`src/rtl/maze_scenario_player_pkg.sv`:
```
// Shared types for the maze scenario player: step word layout and sequencer states.
// step_t uses the default widths; the player builds its own copy from its parameters.
package maze_scn_pkg;

  localparam int THETA_W_DEF = 13;
  localparam int DUR_W_DEF   = 24;

  function automatic int step_w(input int theta_w, input int dur_w);
    return theta_w + dur_w + 5;
  endfunction

  localparam int STEP_W = step_w(THETA_W_DEF, DUR_W_DEF);

  typedef enum logic [1:0] {IDLE, RUN, CHECK, DONE} state_t;

  typedef struct packed {
    logic                          chk_theta;
    logic                          chk_buzz;
    logic                          bmpl_n;
    logic                          bmpr_n;
    logic                          line_pres;
    logic signed [THETA_W_DEF-1:0] theta;
    logic [DUR_W_DEF-1:0]          dur;
  } step_t;

endpackage

```
`src/rtl/maze_scenario_player_if.sv`:
```
// Bundle between the scenario player and its loader / MazePhysics / DUT hookup.
interface maze_scn_if
  import maze_scn_pkg::*;
#(
  parameter int DEPTH   = 16,
  parameter int THETA_W = 13,
  parameter int DUR_W   = 24
);
  localparam int AW = $clog2(DEPTH);
  localparam int SW = step_w(THETA_W, DUR_W);

  logic                      wr_en;
  logic [AW-1:0]             wr_addr;
  logic [SW-1:0]             wr_data;
  logic [AW:0]               num_steps;
  logic                      start;
  logic                      abort;
  logic signed [THETA_W-1:0] theta_robot;
  logic                      buzz;
  logic signed [THETA_W-1:0] line_theta;
  logic                      line_present;
  logic                      BMPL_n;
  logic                      BMPR_n;
  logic                      busy;
  logic                      done;
  logic                      pass;
  logic [AW-1:0]             fail_step;
  logic                      fail_theta;

  modport master (
    output wr_en, wr_addr, wr_data, num_steps, start, abort, theta_robot, buzz,
    input  line_theta, line_present, BMPL_n, BMPR_n, busy, done, pass, fail_step, fail_theta
  );

  modport slave (
    input  wr_en, wr_addr, wr_data, num_steps, start, abort, theta_robot, buzz,
    output line_theta, line_present, BMPL_n, BMPR_n, busy, done, pass, fail_step, fail_theta
  );

endinterface

```
`src/rtl/maze_scenario_player_step_timer.sv`:
```
// Loadable step-duration down-counter; expire marks the last cycle of a step.
module scn_step_timer #(
  parameter int DUR_W = 24
) (
  input  logic             clk,
  input  logic             rst,
  input  logic             load,
  input  logic [DUR_W-1:0] load_val,
  output logic             expire
);

  logic [DUR_W-1:0] cnt_q;

  always_ff @(posedge clk) begin
    if (rst)                cnt_q <= '0;
    else if (load)          cnt_q <= load_val;
    else if (cnt_q != '0)   cnt_q <= cnt_q - DUR_W'(1);
  end

  assign expire = (cnt_q == DUR_W'(1));

endmodule

```
`src/rtl/maze_scenario_player.sv`:
```
// Timed step-table sequencer driving maze stimulus and checking heading / buzzer per step.
// state | meaning: IDLE - waiting for start | RUN - step stimulus applied | CHECK - judge step | DONE - result held
module maze_scenario_player
  import maze_scn_pkg::*;
#(
  parameter int DEPTH   = 16,
  parameter int THETA_W = 13,
  parameter int DUR_W   = 24,
  parameter int TOL     = 16
) (
  input logic       clk,
  input logic       rst,
  maze_scn_if.slave bus
);

  localparam int AW = $clog2(DEPTH);
  localparam int NW = AW + 1;
  localparam logic [THETA_W:0] TOL_V = (THETA_W+1)'(TOL);

  typedef struct packed {
    logic                      chk_theta;
    logic                      chk_buzz;
    logic                      bmpl_n;
    logic                      bmpr_n;
    logic                      line_pres;
    logic signed [THETA_W-1:0] theta;
    logic [DUR_W-1:0]          dur;
  } word_t;

  word_t step_mem [DEPTH];

  state_t                    state_q, state_n;
  logic [AW-1:0]             idx_q, idx_n, fail_step_q, fail_step_n;
  logic [NW-1:0]             num_q, num_n;
  logic                      seen_q, seen_n, pass_q, pass_n, fail_theta_q, fail_theta_n;
  logic signed [THETA_W-1:0] line_theta_q;
  logic                      line_pres_q, bmpl_q, bmpr_q, chk_theta_q, chk_buzz_q;
  logic                      enter, stim_idle, expire, theta_bad, buzz_bad;
  word_t                     enter_word;
  logic [DUR_W-1:0]          load_val;
  logic [AW-1:0]             idx_inc;
  logic signed [THETA_W:0]   diff;
  logic [THETA_W:0]          adiff;

  always_ff @(posedge clk) begin
    if (bus.wr_en && (state_q == IDLE || state_q == DONE))
      step_mem[bus.wr_addr] <= bus.wr_data;
  end

  assign idx_inc  = idx_q + AW'(1);
  assign load_val = (enter_word.dur == '0) ? DUR_W'(1) : enter_word.dur;

  // line_theta_q holds the current step's target through RUN and CHECK
  assign diff  = $signed({bus.theta_robot[THETA_W-1], bus.theta_robot})
               - $signed({line_theta_q[THETA_W-1], line_theta_q});
  assign adiff = diff[THETA_W] ? $unsigned(-diff) : $unsigned(diff);
  assign theta_bad = chk_theta_q && (adiff > TOL_V);
  assign buzz_bad  = chk_buzz_q && !seen_q;

  scn_step_timer #(.DUR_W(DUR_W)) u_timer (
    .clk      (clk),
    .rst      (rst),
    .load     (enter),
    .load_val (load_val),
    .expire   (expire)
  );

  always_comb begin
    state_n      = state_q;
    idx_n        = idx_q;
    num_n        = num_q;
    seen_n       = seen_q;
    pass_n       = pass_q;
    fail_step_n  = fail_step_q;
    fail_theta_n = fail_theta_q;
    enter        = 1'b0;
    enter_word   = step_mem[0];
    stim_idle    = 1'b0;
    case (state_q)
      IDLE, DONE: begin
        if (bus.start) begin
          num_n        = bus.num_steps;
          pass_n       = 1'b0;
          fail_step_n  = '0;
          fail_theta_n = 1'b0;
          if (bus.num_steps == '0 || bus.num_steps > NW'(DEPTH)) begin
            state_n = DONE;
          end else begin
            state_n = RUN;
            idx_n   = '0;
            enter   = 1'b1;
          end
        end
      end
      RUN: begin
        seen_n = seen_q | bus.buzz;
        if (expire) state_n = CHECK;
      end
      CHECK: begin
        if (theta_bad || buzz_bad) begin
          state_n      = DONE;
          fail_step_n  = idx_q;
          fail_theta_n = theta_bad;
          stim_idle    = 1'b1;
        end else if (NW'(idx_q) + NW'(1) == num_q) begin
          state_n   = DONE;
          pass_n    = 1'b1;
          stim_idle = 1'b1;
        end else begin
          state_n    = RUN;
          idx_n      = idx_inc;
          enter      = 1'b1;
          enter_word = step_mem[idx_inc];
        end
      end
      default: state_n = IDLE;
    endcase
    if (bus.abort && (state_q == RUN || state_q == CHECK)) begin
      state_n      = IDLE;
      pass_n       = 1'b0;
      fail_step_n  = '0;
      fail_theta_n = 1'b0;
      enter        = 1'b0;
      stim_idle    = 1'b1;
    end
    if (enter) seen_n = 1'b0;
  end

  always_ff @(posedge clk) begin
    if (rst) begin
      state_q      <= IDLE;
      idx_q        <= '0;
      num_q        <= '0;
      seen_q       <= 1'b0;
      pass_q       <= 1'b0;
      fail_step_q  <= '0;
      fail_theta_q <= 1'b0;
      line_theta_q <= '0;
      line_pres_q  <= 1'b1;
      bmpl_q       <= 1'b1;
      bmpr_q       <= 1'b1;
      chk_theta_q  <= 1'b0;
      chk_buzz_q   <= 1'b0;
    end else begin
      state_q      <= state_n;
      idx_q        <= idx_n;
      num_q        <= num_n;
      seen_q       <= seen_n;
      pass_q       <= pass_n;
      fail_step_q  <= fail_step_n;
      fail_theta_q <= fail_theta_n;
      if (stim_idle) begin
        line_theta_q <= '0;
        line_pres_q  <= 1'b1;
        bmpl_q       <= 1'b1;
        bmpr_q       <= 1'b1;
        chk_theta_q  <= 1'b0;
        chk_buzz_q   <= 1'b0;
      end else if (enter) begin
        line_theta_q <= enter_word.theta;
        line_pres_q  <= enter_word.line_pres;
        bmpl_q       <= enter_word.bmpl_n;
        bmpr_q       <= enter_word.bmpr_n;
        chk_theta_q  <= enter_word.chk_theta;
        chk_buzz_q   <= enter_word.chk_buzz;
      end
    end
  end

  assign bus.line_theta   = line_theta_q;
  assign bus.line_present = line_pres_q;
  assign bus.BMPL_n       = bmpl_q;
  assign bus.BMPR_n       = bmpr_q;
  assign bus.busy         = (state_q == RUN) || (state_q == CHECK);
  assign bus.done         = (state_q == DONE);
  assign bus.pass         = pass_q;
  assign bus.fail_step    = fail_step_q;
  assign bus.fail_theta   = fail_theta_q;

endmodule

```
`src/flat_wrapper.sv`:
```
// flat-port wrapper written by rule: the top's interface ports become plain ports
module maze_scenario_player_flat import maze_scn_pkg::*;
#(
  parameter int DEPTH   = 16,
  parameter int THETA_W = 13,
  parameter int DUR_W   = 24,
  parameter int TOL     = 16
)
  (clk, rst, bus_wr_en, bus_wr_addr, bus_wr_data, bus_num_steps, bus_start, bus_abort, bus_theta_robot, bus_buzz, bus_line_theta, bus_line_present, bus_BMPL_n, bus_BMPR_n, bus_busy, bus_done, bus_pass, bus_fail_step, bus_fail_theta);
  maze_scn_if #(.DEPTH(DEPTH), .THETA_W(THETA_W), .DUR_W(DUR_W)) bus_i ();
  input logic clk;
  input logic rst;
  input wire logic [$bits(bus_i.wr_en)-1:0] bus_wr_en;
  input wire logic [$bits(bus_i.wr_addr)-1:0] bus_wr_addr;
  input wire logic [$bits(bus_i.wr_data)-1:0] bus_wr_data;
  input wire logic [$bits(bus_i.num_steps)-1:0] bus_num_steps;
  input wire logic [$bits(bus_i.start)-1:0] bus_start;
  input wire logic [$bits(bus_i.abort)-1:0] bus_abort;
  input wire logic [$bits(bus_i.theta_robot)-1:0] bus_theta_robot;
  input wire logic [$bits(bus_i.buzz)-1:0] bus_buzz;
  output wire logic [$bits(bus_i.line_theta)-1:0] bus_line_theta;
  output wire logic [$bits(bus_i.line_present)-1:0] bus_line_present;
  output wire logic [$bits(bus_i.BMPL_n)-1:0] bus_BMPL_n;
  output wire logic [$bits(bus_i.BMPR_n)-1:0] bus_BMPR_n;
  output wire logic [$bits(bus_i.busy)-1:0] bus_busy;
  output wire logic [$bits(bus_i.done)-1:0] bus_done;
  output wire logic [$bits(bus_i.pass)-1:0] bus_pass;
  output wire logic [$bits(bus_i.fail_step)-1:0] bus_fail_step;
  output wire logic [$bits(bus_i.fail_theta)-1:0] bus_fail_theta;
  assign bus_i.wr_en = bus_wr_en;
  assign bus_i.wr_addr = bus_wr_addr;
  assign bus_i.wr_data = bus_wr_data;
  assign bus_i.num_steps = bus_num_steps;
  assign bus_i.start = bus_start;
  assign bus_i.abort = bus_abort;
  assign bus_i.theta_robot = bus_theta_robot;
  assign bus_i.buzz = bus_buzz;
  assign bus_line_theta = bus_i.line_theta;
  assign bus_line_present = bus_i.line_present;
  assign bus_BMPL_n = bus_i.BMPL_n;
  assign bus_BMPR_n = bus_i.BMPR_n;
  assign bus_busy = bus_i.busy;
  assign bus_done = bus_i.done;
  assign bus_pass = bus_i.pass;
  assign bus_fail_step = bus_i.fail_step;
  assign bus_fail_theta = bus_i.fail_theta;
  maze_scenario_player #(.DEPTH(DEPTH), .THETA_W(THETA_W), .DUR_W(DUR_W), .TOL(TOL)) u_core (.clk(clk), .rst(rst), .bus(bus_i));
endmodule
```
`config.mk`:
```
export PLATFORM = sky130hd
export DESIGN_NAME = maze_scenario_player_flat
export DESIGN_NICKNAME = d
export VERILOG_FILES = /design/src/rtl/maze_scenario_player_pkg.sv /design/src/rtl/maze_scenario_player_if.sv /design/src/rtl/maze_scenario_player_step_timer.sv /design/src/rtl/maze_scenario_player.sv /design/src/flat_wrapper.sv
export SDC_FILE = /design/constraint.sdc
export NUM_CORES = 1
export LEC_CHECK = 0
export ABC_AREA = 1
export BUFFER_PORTS_ARGS = -buffer_cell sky130_fd_sc_hd__buf_2
export CORE_UTILIZATION = 45
export DETAILED_ROUTE_END_ITERATION = 10
export SYNTH_ARGS = -nofsm -noshare
export SYNTH_HDL_FRONTEND = slang
export SYNTH_SLANG_ARGS = --single-unit
```
`constraint.sdc`:
```
create_clock -name clk -period 6.35 [get_ports clk]
set_input_delay 0.9525 -clock clk [delete_from_list [all_inputs] [get_ports clk]]
set_output_delay 0.9525 -clock clk [all_outputs]
set_load 0.1 [all_outputs]
```
---- After elaboration in Yosys (flattened, before gate mapping) ----
Memory sizes are Yosys's and may differ from the RTL's.
Cells that the tools add are included.
Widths: inputs -> output; s select.
word-level totals
  register bits ........................... 60
  bits in writable memories ............... 672
  input port bits ......................... 70
  output and inout port bits .............. 24
  word-level logic and storage cells ...... 98
  memories ................................ 1
memory list
  name             depth  width  read ports  clocked after Yosys merged registers in  wr ports  line                        RTL
  u_core.step_mem  16     42     2           0                                        1         maze_scenario_player.sv:30  word_t step_mem [DEPTH];
operators by class
  add/subtract/negate cells ............... 5
  $lt $le $gt $ge ......................... 2
  eq/ne operators ......................... 12
  mux-type cells .......................... 39
  bitwise operators ....................... 1
  reduce and logical (&&, ||, !) cells .... 24
operator list
  operator               number
  $mux 42                3
  $mux 24                3
  $eq 24x1->1 const B    1
  $logic_not 24->1       1
  $mux 4                 6
  $reduce_bool 24->1     1
  $sub 24x1->24 const B  1
  $pmux 4 s2             2
  $mux 1                 15
  $gt 14x5->1 const B    1
  $mux 14                1
  $neg 14->14            1
  $sub 13x13->14         1
  $mux 2                 5
  $ne 2x2->1 const B     4
  $reduce_or 2->1        4
  $ne 2x1->1 const B     3
  $pmux 1 s2             3
  $pmux 2 s3             1
  $add 4x1->5 const B    1
  $eq 5x5->1             1
  $gt 5x5->1 const B     1
  $logic_not 5->1        1
  $reduce_and 5->1       1
  12 further kinds       21

---- Longest topological paths before layout ----
  word-level depth ........................ 11
  gate-level depth with buffers ........... 32
  gate-level depth less buffers ........... 31

---- Hierarchy ----
Synthesis repeated with hierarchy kept, for this count alone.
second synthesis, totals
  cells, all modules ...................... 2717
  area, all modules ....................... 31437.7 µm²
modules (own cells, without submodules)
  module                times used  cells an instance  area an instance (µm²)  sequential area each (µm²)
  maze_scenario_player  1           2425               29597.1                 20900.0
  scn_step_timer        1           292                1840.5                  480.5

---- Worst setup path after synthesis ----
OpenSTA, ideal clock, no wires.
  kind .................................... input to register
  start point ............................. input bus_theta_robot[0]
  end point ............................... register u_core.u_timer.cnt_q[0]
  library setup time ...................... 70 ps
  arrival ................................. 3743 ps
  required time ........................... 6280 ps
  slack ................................... 2537 ps
  stages .................................. 31
  buffers on the path ..................... 1
  path through ............................ inv_1 > ha_1 > fa_1 > inv_1 > nand2_1 > nand2_1 > nand3_1 > nand2_1 > inv_1 > nor2_1 > nand3_2 > nor2_1 > nand2_1 > nand2_1 > nand2_1 > nand2_1 > nand2_1 > nor2_2 > nand2_2 > nand2_4 > nand3_4 > buf_6 > nand2_2 > nand2_1 > nor2_1 > nand2_1 > nor2_1 > nand3_1 > nand2_1 > nand2_1 > a21oi_1
on the way
  cells in the longest elaborated chain, start to end .. 11
  elaborated cells between the ends (all ways) .. 15
  classes of those cells .................. 2 x add/sub; 1 x order compare; 8 x mux; 4 x reduce/logical
RTL lines
  item                   line                                   RTL
  start, declared        flat_wrapper.sv:19                     input wire logic [$bits(bus_i.theta_robot)-1:0] bus_theta_robot;
  $sub 13x13->14 (*)     maze_scenario_player.sv:55             - $signed({line_theta_q[THETA_W-1], line_theta_q});
  $neg 14->14            maze_scenario_player.sv:56             assign adiff = diff[THETA_W] ? $unsigned(-diff) : $unsigned(diff);
  $mux 14 (*)            maze_scenario_player.sv:56
  $gt 14x5->1 (*)        maze_scenario_player.sv:57             assign theta_bad = chk_theta_q && (adiff > TOL_V);
  $logic_and 1x1->1 (*)  maze_scenario_player.sv:57
  $logic_or 1x1->1 (*)   maze_scenario_player.sv:100            if (theta_bad || buzz_bad) begin
  $mux 42                maze_scenario_player.sv:100
  $mux 42                maze_scenario_player.sv:79             case (state_q)
  $logic_not 24->1       maze_scenario_player.sv:51             assign load_val = (enter_word.dur == '0) ? DUR_W'(1) : enter_word.dur;
  $mux 24                maze_scenario_player.sv:51
  $mux 24                maze_scenario_player_step_timer.sv:16  else if (load) cnt_q <= load_val;
  end signal, assigned   maze_scenario_player_step_timer.sv:16
  end signal, assigned   maze_scenario_player_step_timer.sv:17  else if (cnt_q != '0) cnt_q <= cnt_q - DUR_W'(1);
  end, declared          maze_scenario_player_step_timer.sv:12  logic [DUR_W-1:0] cnt_q;
Every way passes the cells marked *; elsewhere a longest branch is shown, timed or not.
A chain may end at the register's enable or synchronous reset.

---- Worst setup path in the final report ----
  start point ............................. register u_core.line_theta_q[0] (netlist: u_core.bus.line_theta[0])
  end point ............................... register u_core.u_timer.cnt_q[8]
on the way
  cells in the longest elaborated chain, start to end .. 11
  elaborated cells between the ends (all ways) .. 15
  classes of those cells .................. 2 x add/sub; 1 x order compare; 8 x mux; 4 x reduce/logical
RTL lines
  item                    line                                   RTL
  start, declared         maze_scenario_player.sv:36             logic signed [THETA_W-1:0] line_theta_q;
  start signal, assigned  maze_scenario_player.sv:160            line_theta_q <= enter_word.theta;
  $sub 13x13->14 (*)      maze_scenario_player.sv:55
  $neg 14->14             maze_scenario_player.sv:56
  $mux 14 (*)             maze_scenario_player.sv:56
  $gt 14x5->1 (*)         maze_scenario_player.sv:57
  $logic_and 1x1->1 (*)   maze_scenario_player.sv:57
  $logic_or 1x1->1 (*)    maze_scenario_player.sv:100
  $mux 42                 maze_scenario_player.sv:100
  $mux 42                 maze_scenario_player.sv:79
  $logic_not 24->1        maze_scenario_player.sv:51
  $mux 24                 maze_scenario_player.sv:51
  $mux 24                 maze_scenario_player_step_timer.sv:16
Marks and branches as above.

==> summary.txt <==
Timing
  – Slew Limit Fails: 0
  – Total setup violations reported at the end of the flow: 0
  – Relative slew slack: 20.07%
  – Slew at the pin closest to its max-slew limit: 1.196 ns
  – Highest achievable clock rate: 203.8 MHz
  – Total negative setup slack: 0 ns
  – Post-route minimum period: 4.906 ns
  – Final worst-path cycle share: 77.25%
  – Setup clock skew after layout: 0.03221 ns
  – Final Hold Fails: 0
  – Setup repair after global routing missed its margin: no

Global routing
  – Gr ovfl total: 0
  – Overall routing resource usage: 21.77%
  – Number of antenna violations at the first check in global routing: 7
  – Vias in the first global route: 19220
  – First-pass GRT wire length: 116.4 mm
  – Largest net degree at the start of global routing: 178

Clock tree
  – Post-CTS Hold Fix Bufs: 0
  – Clock-pin slew on the worst setup and hold paths: 0.06 ns
  – Maximum root-to-sink buffer count: 3
  – CTS tree: yes
  – Buffer cell driving the clock tree root: sky130_fd_sc_hd__clkbuf_16
  – Post-CTS repair timing setup buffer count: 0
  – Number of levels in the clock H-tree: 3
  – Post-cts sizing count: 0
  – Number of clock sinks: 732
  – Number of buffers inserted during clock tree synthesis: 76
  – Clock network latency to the later pin of the worst-skew pair: 0.62 ns

Layout
  – Fill cell instance count of the final layout: 5828
  – Final layout net count: 2740
  – ANT cells: 0
  – Most common library cell in the layout ignoring fill and taps: sky130_fd_sc_hd__edfxtp_1
  – End-of-flow core utilization: 51.27%
  – Layout overhead on the synthesized area: 12.23%
  – Leading cell types in the layout, fill and taps excluded: sky130_fd_sc_hd__edfxtp_1, sky130_fd_sc_hd__o21ai_0, sky130_fd_sc_hd__nand2_1, sky130_fd_sc_hd__inv_1, sky130_fd_sc_hd__a21oi_1
  – Layout cells sized above 1: 11.53%

Drt
  – Met1 routed wirelength after detailed routing: 34.82 mm
  – Uppermost layer routed: met5
  – Ratio of routed vias to standard cells: 5.528
  – Count of nets left with antenna violations after detail routing: 0
  – Routed Wire Length: 77.41 mm
  – Total met2 wirelength after detailed routing: 35.86 mm
  – Detail-routed net length per standard cell: 21.28 um
  – Drt initial violations: 1819
  – WL met3: 5.111 mm
  – Vias post-DR: 20110
  – First-pass iteration count of the detailed router: 5
  – Number of design rule violations left after detail routing: 0

Logic synthesis
  – Area of the mapped netlist: 31440 um2
  – Async set or reset register ratio after synthesis: 0%
  – Synth warn: 0
  – Dominant synthesized flop cell: sky130_fd_sc_hd__edfxtp_1
  – Unique cell type count in the Yosys netlist: 43
  – Nets in the synthesized netlist: 2677
  – Sequential cell area fraction in the yosys report: 68.00%
  – Flop and latch count out of synthesis: 732
  – Avg Cell Area, Syn: 12.16 um2
  – Post-Syn Instances: 2585
  – Number of flops mapped to enable cells by yosys: 672

Power
  – Power per Cell Area: 372.0 nW/um2
  – Leakage Power: 12.08 nW
  – Maximum vdd drop: 0.2539 mV

Die
  – Die outline area: 70940 um2
  – Core footprint: 68830 um2
  – Die width: 266.3 um
  – Row cnt: 96
  – Die Span Y: 266.3 um
  – Initial core utilization: 45.69%
  – Number of ports placed on the die boundary: 94

Run
  – Max Cap Violations: 0

Worst hold path
  – Hold Startpoint: u_core.bus.fail_step[3]$_SDFFE_PP0P_
  – Tightest Hold Check Type: flip-flop to flip-flop
  – Hold Crit Endpoint: u_core.bus.fail_step[3]$_SDFFE_PP0P_
  – Number of instances on the worst hold path: 2

Critical path
  – Arrival time reported for the critical path endpoint: 5.35 ns
  – Setup slack of the worst register-to-register path: 1.44 ns
  – Maximum fanout count along the critical path: 28
  – Setup crit start kind: flip-flop
  – Required arrival time at the worst endpoint: 6.80 ns
  – Critical Path Sink Type: flip-flop
  – Number of cells on the worst reg-to-reg path: 25
  – Crit path kind: flip-flop to flip-flop
  – Worst reg2reg endpoint: u_core.u_timer.cnt_q[8]$_SDFFE_PP0P_
  – Critical R2R Launch: u_core.bus.line_theta[0]$_SDFFE_PP0P_

Place
  – Final weighted congestion of routability-driven global placement: 0.8826
  – Input/output buffers: 93
  – Half-perimeter wire length after placement: 43.06 mm

Status
  – Outcome: completed
==> kinds of logic (layout without fill, tap and decap cells) <==
kind of cell	after synthesis	in the layout	share of synthesized area [%]
adder cells (fa/ha/maj)	22	22	0.8993
flip-flops	732	732	68.00
AND/OR/NAND/NOR	519	519	7.178
multiplexers	195	195	6.307
XOR/XNOR	21	21	0.5849
buffers and inverters	393	514	4.946
AO/OA/AOI/OAI	703	703	12.09
==> per-layer routing <==
layer / global-route usage (%) / vias to the layer above
met4: 6.632 / 6
li1: - / 9522
met3: 3.438 / 115
met2: 34.45 / 647
met1: 30.91 / 9817
met5: 0 / -
==> synthesized netlist by cell type, types with 3 or more instances <==
cell                         n  share of area [%]
sky130_fd_sc_hd__inv_2       3              0.036
sky130_fd_sc_hd__nor4_1      6               0.12
sky130_fd_sc_hd__o21ai_0   348                5.5
sky130_fd_sc_hd__nor2_1    104                1.2
sky130_fd_sc_hd__nor3_1     10               0.16
sky130_fd_sc_hd__buf_6       5               0.18
sky130_fd_sc_hd__nand4_1    32               0.64
sky130_fd_sc_hd__o211ai_1   72                1.7
sky130_fd_sc_hd__buf_1      31               0.37
sky130_fd_sc_hd__a21oi_1   211                3.4
sky130_fd_sc_hd__nand3b_1    3              0.072
sky130_fd_sc_hd__mux2i_1   170                5.4
sky130_fd_sc_hd__buf_2      19               0.30
sky130_fd_sc_hd__buf_4       5               0.12
sky130_fd_sc_hd__edfxtp_1  672                 64
sky130_fd_sc_hd__o22ai_1    30               0.60
sky130_fd_sc_hd__dfxtp_1    60                3.8
sky130_fd_sc_hd__ha_1       21               0.84
sky130_fd_sc_hd__nand3_2     4               0.13
sky130_fd_sc_hd__mux2_2     25               0.90
sky130_fd_sc_hd__xnor2_1     7               0.19
sky130_fd_sc_hd__inv_1     245                2.9
sky130_fd_sc_hd__o21ai_1     3              0.048
sky130_fd_sc_hd__clkbuf_1   85                1.0
sky130_fd_sc_hd__nand3_1    71                1.1
sky130_fd_sc_hd__a31oi_1    32               0.64
sky130_fd_sc_hd__nand2_1   268                3.2
sky130_fd_sc_hd__nand2_2    11               0.22
sky130_fd_sc_hd__xor2_1     14               0.39
==> cell type report <==
cell class	instances	area, um2	share of cell area (%)
inverter	248	938.4	2.659
tap	931	1165	3.301
multi-input combinational	1460	8682	24.60
timing repair buffer	130	755.7	2.142
clock inverter	34	282.8	0.8013
sequential	732	21380	60.60
clock buffer	102	2081	5.896
==> worst max path at each step <==
stage | start | to | slack (ns) | cells past startpoint
final | u_core.bus.line_theta[0]$_SDFFE_PP0P_ | u_core.u_timer.cnt_q[8]$_SDFFE_PP0P_ | 1.44 | 25
after global routing | u_core.bus.line_theta[0]$_SDFFE_PP0P_ | u_core.u_timer.cnt_q[8]$_SDFFE_PP0P_ | 0.98 | 25
after CTS | u_core.bus.line_theta[0]$_SDFFE_PP0P_ | u_core.u_timer.cnt_q[8]$_SDFFE_PP0P_ | 1.49 | 25
after detailed placement | bus_theta_robot[0] | u_core.u_timer.cnt_q[9]$_SDFFE_PP0P_ | 0.90 | 28
after global placement | bus_theta_robot[0] | u_core.u_timer.cnt_q[21]$_SDFFE_PP0P_ | 0.99 | 27
after floorplan | bus_theta_robot[0] | u_core.u_timer.cnt_q[0]$_SDFFE_PP0P_ | 2.54 | 31
==> metrics by stage <==
stage	setup WS, ns	cells	hold slack, ns	instance area (um2)	total power, mW
2_1_floorplan	2.537	2585	0.4504	31440	8.157
3_3_place_gp	0.9934	3501	0.4586	32930	8.936
3_5_place_dp	0.8976	3501	0.4571	32930	8.977
4_1_cts	1.493	3637	0.4668	35290	13.21
5_1_grt	0.9784	3637	0.5021	35290	13.75
6_report	1.444	3637	0.4664	35290	13.13
==> worst max-delay path: stages (launching register included) <==
cell	delay (ns)
sky130_fd_sc_hd__dfxtp_1	0.41
sky130_fd_sc_hd__ha_1	0.27
sky130_fd_sc_hd__fa_1	0.41
sky130_fd_sc_hd__inv_1	0.13
sky130_fd_sc_hd__nand2_1	0.08
sky130_fd_sc_hd__nand2_1	0.11
sky130_fd_sc_hd__nand3_1	0.07
sky130_fd_sc_hd__nand2_1	0.11
sky130_fd_sc_hd__inv_1	0.08
sky130_fd_sc_hd__nor2_1	0.18
sky130_fd_sc_hd__nand3_2	0.11
sky130_fd_sc_hd__nor2_1	0.11
sky130_fd_sc_hd__nand2_1	0.09
sky130_fd_sc_hd__nor2_1	0.10
sky130_fd_sc_hd__nor2_1	0.05
sky130_fd_sc_hd__nand2_1	0.07
sky130_fd_sc_hd__nor2_2	0.05
sky130_fd_sc_hd__nand2_2	0.08
sky130_fd_sc_hd__nand2_4	0.25
sky130_fd_sc_hd__nand3_4	0.14
sky130_fd_sc_hd__nand2_1	0.07
sky130_fd_sc_hd__nand3_2	0.14
sky130_fd_sc_hd__buf_4	0.32
sky130_fd_sc_hd__nand4_1	0.44
sky130_fd_sc_hd__nand2_1	0.76
sky130_fd_sc_hd__nor2_1	0.10
==> registers in the layout, indices dropped and copies added (netlist names) <==
signal,cells
u_core.step_mem,672
u_core.u_timer.cnt_q,24
u_core.bus.line_theta,13
u_core.num_q,5
u_core.bus.fail_step,4
u_core.idx_q,4
u_core.state_q,2
u_core.bus.BMPL_n,1
u_core.bus.BMPR_n,1
u_core.bus.fail_theta,1
u_core.bus.line_present,1
u_core.bus.pass,1
u_core.chk_buzz_q,1
u_core.chk_theta_q,1
u_core.seen_q,1
==> where the power goes <==
group	total [mW]	switching (mW)	internal (mW)
clock	4.24	1.78	2.46
combinational	3.16	2.25	0.911
sequential	5.73	0.213	5.51
Power figures use the tool's default switching activity.
